File: src/rtl/csa_resolve_pipe_if.sv
// csa_resolve_pipe_if
//   Handshake bundle for the carry-save resolve pipeline.
//   Input side : in_valid/in_ready with the redundant pair in_sum/in_carry.
//   Output side: out_valid/out_ready with the resolved word out_result and
//                the carry out of the top bit, out_cout.
//   Optional   : out_zero when CSA_RESOLVE_ZERO_FLAG_EN is defined.
//   Modports   : slave  - the pipeline (consumes pairs, produces results)
//                master - the environment (produces pairs, consumes results)
interface csa_resolve_pipe_if #(
    parameter int WIDTH = 64
);
    logic             in_valid;
    logic             in_ready;
    logic [WIDTH-1:0] in_sum;
    logic [WIDTH-1:0] in_carry;
    logic             out_valid;
    logic             out_ready;
    logic [WIDTH-1:0] out_result;
    logic             out_cout;
`ifdef CSA_RESOLVE_ZERO_FLAG_EN
    logic             out_zero;
`endif

    modport slave (
        input  in_valid,
        input  in_sum,
        input  in_carry,
        input  out_ready,
        output in_ready,
        output out_valid,
        output out_result,
        output out_cout
`ifdef CSA_RESOLVE_ZERO_FLAG_EN
        ,
        output out_zero
`endif
    );

    modport master (
        output in_valid,
        output in_sum,
        output in_carry,
        output out_ready,
        input  in_ready,
        input  out_valid,
        input  out_result,
        input  out_cout
`ifdef CSA_RESOLVE_ZERO_FLAG_EN
        ,
        input  out_zero
`endif
    );
endinterface

File: src/rtl/csa_resolve_pipe.sv
// csa_resolve_pipe
//   Final carry-propagate adder for the Wallace-tree multiplier. Resolves the
//   (sum, carry) pair from the compressor tree into one binary word, CHUNK bits
//   per pipeline stage so no full-width ripple path exists.
//
//   Ports:
//     clk    - rising-edge clock
//     rst_n  - asynchronous active-low reset
//     bus    - csa_resolve_pipe_if.slave: in_valid/in_ready/in_sum/in_carry,
//              out_valid/out_ready/out_result/out_cout (+ out_zero)
//
//   Parameters: WIDTH (result width), CHUNK (bits per stage, must divide
//   WIDTH). STAGES = WIDTH/CHUNK is derived.
//
//   Optional feature macro: CSA_RESOLVE_ZERO_FLAG_EN adds out_zero, high with
//   out_valid when out_result is all zeros (out_cout ignored).
//
//   Stage k register contents: res_q[k] holds slices 0..k resolved and the
//   upper slices still as raw sum bits; car_q[k] carries the raw carry vector
//   forward for the slices not yet resolved; cy_q[k] is the slice k carry-out.
module csa_resolve_pipe #(
    parameter int WIDTH = 64,
    parameter int CHUNK = 16
) (
    input  logic                   clk,
    input  logic                   rst_n,
    csa_resolve_pipe_if.slave      bus
);
    localparam int STAGES = WIDTH / CHUNK;
    // Last stage never forwards a carry vector; keep the array non-empty.
    localparam int NCAR   = (STAGES > 1) ? STAGES - 1 : 1;

    if (CHUNK <= 0 || (WIDTH % CHUNK) != 0) begin : g_param_check
        $error("csa_resolve_pipe: WIDTH must be a positive multiple of CHUNK");
    end

    logic [STAGES-1:0] v_q, v_d;
    logic [STAGES-1:0] cy_q, cy_d;
    logic [WIDTH-1:0]  res_q [STAGES];
    logic [WIDTH-1:0]  res_d [STAGES];
    logic [WIDTH-1:0]  car_q [NCAR];
    logic [WIDTH-1:0]  car_d [NCAR];
    logic [STAGES-1:0] ld;

    // Per-stage view of what is upstream (input port for stage 0).
    logic [STAGES-1:0] src_v;
    logic [STAGES-1:0] src_cin;
    logic [WIDTH-1:0]  src_res [STAGES];
    logic [WIDTH-1:0]  src_car [STAGES];

`ifdef CSA_RESOLVE_ZERO_FLAG_EN
    logic [STAGES-1:0] zero_q, zero_d;
    logic [STAGES-1:0] src_zin;
`endif

    for (genvar k = 0; k < STAGES; k++) begin : g_src
        if (k == 0) begin : g_first
            assign src_v[0]   = bus.in_valid;
            assign src_res[0] = bus.in_sum;
            assign src_car[0] = bus.in_carry;
            assign src_cin[0] = 1'b0;
`ifdef CSA_RESOLVE_ZERO_FLAG_EN
            assign src_zin[0] = 1'b1;
`endif
        end else begin : g_next
            assign src_v[k]   = v_q[k-1];
            assign src_res[k] = res_q[k-1];
            assign src_car[k] = car_q[k-1];
            assign src_cin[k] = cy_q[k-1];
`ifdef CSA_RESOLVE_ZERO_FLAG_EN
            assign src_zin[k] = zero_q[k-1];
`endif
        end
    end

    always_comb begin
        logic             down_ok;
        logic [CHUNK:0]   slice;

        // Load enables ripple from the output back to the input: a stage may
        // take new contents if it is empty or its occupant moves on this edge.
        down_ok = bus.out_ready;
        for (int k = STAGES - 1; k >= 0; k--) begin
            ld[k]   = !v_q[k] || down_ok;
            down_ok = ld[k];
        end

        slice = '0;
        for (int k = 0; k < NCAR; k++) begin
            car_d[k] = car_q[k];
        end

        for (int k = 0; k < STAGES; k++) begin
            slice = {1'b0, src_res[k][k*CHUNK +: CHUNK]}
                  + {1'b0, src_car[k][k*CHUNK +: CHUNK]}
                  + {{CHUNK{1'b0}}, src_cin[k]};

            v_d[k]   = ld[k] ? src_v[k] : v_q[k];
            res_d[k] = res_q[k];
            cy_d[k]  = cy_q[k];
`ifdef CSA_RESOLVE_ZERO_FLAG_EN
            zero_d[k] = zero_q[k];
`endif
            // Data only moves with a valid occupant so bubbles leave the
            // registers (and out_result) untouched.
            if (ld[k] && src_v[k]) begin
                res_d[k]                   = src_res[k];
                res_d[k][k*CHUNK +: CHUNK] = slice[CHUNK-1:0];
                cy_d[k]                    = slice[CHUNK];
`ifdef CSA_RESOLVE_ZERO_FLAG_EN
                zero_d[k] = src_zin[k] && (slice[CHUNK-1:0] == '0);
`endif
            end
        end

        for (int k = 0; k < STAGES - 1; k++) begin
            if (ld[k] && src_v[k]) begin
                car_d[k] = src_car[k];
            end
        end
    end

    always_ff @(posedge clk or negedge rst_n) begin
        if (!rst_n) begin
            v_q  <= '0;
            cy_q <= '0;
            for (int k = 0; k < STAGES; k++) begin
                res_q[k] <= '0;
            end
            for (int k = 0; k < NCAR; k++) begin
                car_q[k] <= '0;
            end
`ifdef CSA_RESOLVE_ZERO_FLAG_EN
            zero_q <= '0;
`endif
        end else begin
            v_q  <= v_d;
            cy_q <= cy_d;
            for (int k = 0; k < STAGES; k++) begin
                res_q[k] <= res_d[k];
            end
            for (int k = 0; k < NCAR; k++) begin
                car_q[k] <= car_d[k];
            end
`ifdef CSA_RESOLVE_ZERO_FLAG_EN
            zero_q <= zero_d;
`endif
        end
    end

    assign bus.in_ready   = ld[0];
    assign bus.out_valid  = v_q[STAGES-1];
    assign bus.out_result = res_q[STAGES-1];
    assign bus.out_cout   = cy_q[STAGES-1];
`ifdef CSA_RESOLVE_ZERO_FLAG_EN
    assign bus.out_zero   = zero_q[STAGES-1];
`endif

endmodule

File: src/flat_wrapper.sv
// flat-port wrapper written by rule: the top's interface ports become plain ports
module csa_resolve_pipe_flat 
#(
    parameter int WIDTH = 64,
    parameter int CHUNK = 16
)
  (clk, rst_n, bus_in_valid, bus_in_sum, bus_in_carry, bus_out_ready, bus_in_ready, bus_out_valid, bus_out_result, bus_out_cout);
  csa_resolve_pipe_if #(.WIDTH(WIDTH)) bus_i ();
  input  logic clk;
  input  logic rst_n;
  input wire logic [$bits(bus_i.in_valid)-1:0] bus_in_valid;
  input wire logic [$bits(bus_i.in_sum)-1:0] bus_in_sum;
  input wire logic [$bits(bus_i.in_carry)-1:0] bus_in_carry;
  input wire logic [$bits(bus_i.out_ready)-1:0] bus_out_ready;
  output wire logic [$bits(bus_i.in_ready)-1:0] bus_in_ready;
  output wire logic [$bits(bus_i.out_valid)-1:0] bus_out_valid;
  output wire logic [$bits(bus_i.out_result)-1:0] bus_out_result;
  output wire logic [$bits(bus_i.out_cout)-1:0] bus_out_cout;
  assign bus_i.in_valid = bus_in_valid;
  assign bus_i.in_sum = bus_in_sum;
  assign bus_i.in_carry = bus_in_carry;
  assign bus_i.out_ready = bus_out_ready;
  assign bus_in_ready = bus_i.in_ready;
  assign bus_out_valid = bus_i.out_valid;
  assign bus_out_result = bus_i.out_result;
  assign bus_out_cout = bus_i.out_cout;
  csa_resolve_pipe #(.WIDTH(WIDTH), .CHUNK(CHUNK)) u_core (.clk(clk), .rst_n(rst_n), .bus(bus_i));
endmodule
File: config.mk
export PLATFORM = sky130hd
export DESIGN_NAME = csa_resolve_pipe_flat
export DESIGN_NICKNAME = d
export VERILOG_FILES = /design/src/rtl/csa_resolve_pipe_if.sv /design/src/rtl/csa_resolve_pipe.sv /design/src/flat_wrapper.sv
export SDC_FILE = /design/constraint.sdc
export NUM_CORES = 1
export LEC_CHECK = 0
export CORE_MARGIN = 2
export CORE_UTILIZATION = 35
export DETAILED_ROUTE_END_ITERATION = 8
export DONT_BUFFER_PORTS = 1
export PLACE_DENSITY = 0.61
export SKIP_CTS_REPAIR_TIMING = 1
export SYNTH_ARGS = -nofsm -noshare
export SYNTH_HDL_FRONTEND = slang
export SYNTH_SLANG_ARGS = --single-unit
File: constraint.sdc
create_clock -name clk -period 5.2 [get_ports clk]
set_input_delay 1.56 -clock clk [delete_from_list [all_inputs] [get_ports clk]]
set_output_delay 1.56 -clock clk [all_outputs]
set_load 0.005 [all_outputs]
==> summary.txt <==
Clock network
  • Num CTS Buffers: 42
  • Root Driver: clkbuf_16
  • CTS tree: yes
  • H-tree levels: 2
  • Clk buf depth: 3
  • Worst-skew pair later-pin latency: roughly 0.55 ns
  • Clock slew at reported path FFs: 0.05 ns
  • Clk sinks: between 300 and 400

GRT
  • GRT Overall Usage: 0.149
  • Vias in the first global route: 10.8k
  • First-pass GRT wire length: ~60000 um
  • Grt ovf: 0
  • Largest net degree at the start of global routing: around 360
  • Initial antenna violation count: 0

Synth
  • Xor-xnor portion of the synthesized cell area: 0.0244
  • Mapped Nets: 1673
  • EDFF count, synth: 0
  • Seq/Total Area, Yosys: 0.546
  • Largest family of logic cells by synthesized area: multiplexers
  • Post-synth top area share: 0.546
  • Synth Flop Type: dfrtp_1
  • Syn avg cell area: 11.2 um2
  • Main area contributors after synthesis: dfrtp_1, mux2_2, nand2_1
  • Synth cell types: 58
  • Synth Area in Adders: 0.0547
  • #FFs+latches synth: 360
  • Synthesized netlist cell count: 1473
  • Post-synthesis compound-gate area fraction: 0.0808
  • Area leader, netlist: dfrtp_1
  • Simple-gate share of the synthesized area: 0.111
  • Synth Cell Area: 16500 um2
  • Multiplexer area fraction after synthesis: 0.138
  • Async SR Flop Fraction: 1.00
  • Synth warnings: 0

Setup path
  • Worst path depth: 2
  • CP peak stage delay: 0.28 ns
  • Worst path cell trace: nor2b_1 -> nand4_1
  • Setup crit start: bus_out_ready
  • Worst setup SP type: primary input
  • Crit path max-delay family: simple AND/OR/NAND/NOR gates
  • Critical Path Fanout Max: 4
  • Worst R2R Setup Slack: between 2 and 2.5 ns
  • R2r endpoint: u_core.bus.out_result[62]$_DFFE_PN0P_
  • CP arrival: about 2 ns
  • Slowest library cell on the worst path: nand4_1
  • Critical Path End: bus_in_ready
  • R2R Path Start: u_core.car_q[48]$_DFFE_PN0P_
  • Setup Crit Path Kind: in2out
  • CP Data Required Time: 3.64 ns
  • Buf/Inv on CP: 0
  • FF-to-FF path depth: 9
  • CP endpoint kind: output pin

Finish
  • Antenna cells: 0
  • Share of post-route cells with drive strength above 1: 0.197
  • Post-route cell area: between 15000 and 20000 um2
  • Reg area: 9010 um2
  • Layout area overhead: 9.57%
  • Total Nets Final: about 1.6k
  • Fillers: 4484
  • Footprint of the multi-input gates: roughly 6800 um2

Power
  • Pwr dens: 551 nW/um2
  • Leakage: 8.42 nW
  • Max rail drop VDD: roughly 320 uV

Die
  • Die Y: 221 um
  • Die X: 221 um
  • DIE AREA: 48900 um2
  • Ports: 199
  • Core area: 46600 um2
  • Initial Utilization: 0.355
  • Num rows: 79

Timing
  • Final Hold Violating Endpoints: 0
  • Clock skew: 0.0113 ns
  • Post-layout min period: 3.56 ns
  • Slew Limit Headroom: 0.342
  • Final setup viols: 0
  • Max Clk Rate: 281 MHz
  • Least-Margin Pin Slew: 0.986 ns
  • Setup TNS: 0 ns
  • Fin crit share: 0.686
  • Final worst slack: 1.64 ns
  • Slew Limit Fails: 0
  • RSZ-0062 raised after global routing: false

Place
  • Area post-placement: 16700 um2
  • Final HPWL DP: 23900 um
  • Gpl congestion: approximately 0.84
  • PortBufs: 0
  • Dpl ws: 1.24 ns

Routing
  • DRC Markers: 0
  • Vias post-DR: 10.2k
  • Final ANT Viol Nets: 0
  • Drt wl/cell: 17.6 um
  • Initial DRT Pass Iterations: 5
  • Drt first-iter violations: 543
  • Post-Route WL: 35900 um
  • Post-DR vias/cell: approximately 5.0

Outcome
  • Status: completed

Min path
  • Hold_sp: u_core.res_q[253]$_DFFE_PN0P_
  • Min-delay worst type: reg2reg

Run
  • Max-Cap Viols: 0
[cell families (layout without fill, tap and decap cells)]
group / count (synthesis) / after routing
AO/OA/AOI/OAI: 210 / 210
XOR/XNOR: 46 / 46
adder cells (fa/ha/maj): 68 / 68
buffers and inverters: 135 / 95
flip-flops: 360 / 360
multiplexers: 203 / 203
AND/OR/NAND/NOR: 451 / 451
[through the flow]
stage	cells	util	total power, W	hold WS [ns]
finish	2040	0.388	0.00996	0.468
CTS	2040	0.388	0.0101	0.475
detailed placement	1967	0.358	0.00702	0.461
global route	2040	0.388	0.0106	0.493
floorplan	1473	-	0.00658	0.442
global placement	1967	0.358	0.00690	0.454
[synthesized netlist by cell type, drive strengths merged, types with 6 or more instances]
| cell | instances |
|---|---|
| a21o | 18 |
| inv | 14 |
| nor2 | 25 |
| clkbuf | 43 |
| nor3 | 7 |
| dfrtp | 360 |
| nand2b | 12 |
| xnor2 | 19 |
| xor2 | 27 |
| fa | 7 |
| o21a | 10 |
| a211oi | 11 |
| o21bai | 8 |
| and3 | 6 |
| nand3 | 7 |
| a21oi | 45 |
| o21ai | 83 |
| nor2b | 7 |
| buf | 78 |
| ha | 61 |
| mux2 | 198 |
| nand2 | 371 |
[final cells by class]
| cell class | instances | area share |
|---|---|---|
| Multi-Input combinational cell | 978 | 0.375 |
| Tap cell | 607 | 0.0420 |
| Clock buffer | 55 | 0.0636 |
| Sequential cell | 360 | 0.498 |
| Inverter | 14 | 0.00291 |
| Clock inverter | 18 | 0.0146 |
| Timing Repair Buffer | 8 | 0.00401 |
[sequential cells by signal (all words and copies together), names as in the netlist]
name / count
u_core.cy_q: 4
u_core.v_q: 4
u_core.res_q: 192
u_core.bus.out_result: 64
u_core.car_q: 96
[routing by layer]
metal / vias to the layer above / track usage / wire [um]
met1: 5070 / 0.189 / 15700
met5: - / 0 / 0
met2: 195 / 0.252 / 17600
met3: 71 / 0.0317 / 1600
li1: 4818 / - / -
met4: 0 / 0.0530 / 928
[power by group]
group          leakage [nW]  internal, W  switching [W]
Combinational          3.35      0.00130        0.00129
Clock                 0.691      0.00186        0.00117
Sequential             4.38      0.00373       0.000618
Total                  8.42      0.00688        0.00308
[cells in the final DEF, fill, tap and decap left out, types with 14 or more instances in the layout]
cell,instances
ha_1,61
mux2_2,198
nor2_1,25
clkbuf_16,42
xor2_1,27
dfrtp_1,360
xnor2_1,19
nand2_1,367
a21o_1,18
o21ai_0,81
a21oi_1,44
inv_1,14
[worst min-delay path by stage]
stage	depth (start not counted)	to	slack (ns)
CTS	2	u_core.res_q[254]$_DFFE_PN0P_	0.48
floorplan	2	u_core.car_q[160]$_DFFE_PN0P_	0.44
global route	2	u_core.res_q[254]$_DFFE_PN0P_	0.49
global placement	2	u_core.car_q[178]$_DFFE_PN0P_	0.45
finish	2	u_core.res_q[253]$_DFFE_PN0P_	0.47
detailed placement	2	u_core.res_q[254]$_DFFE_PN0P_	0.46
No activity file was read; power rests on OpenSTA's default activity.
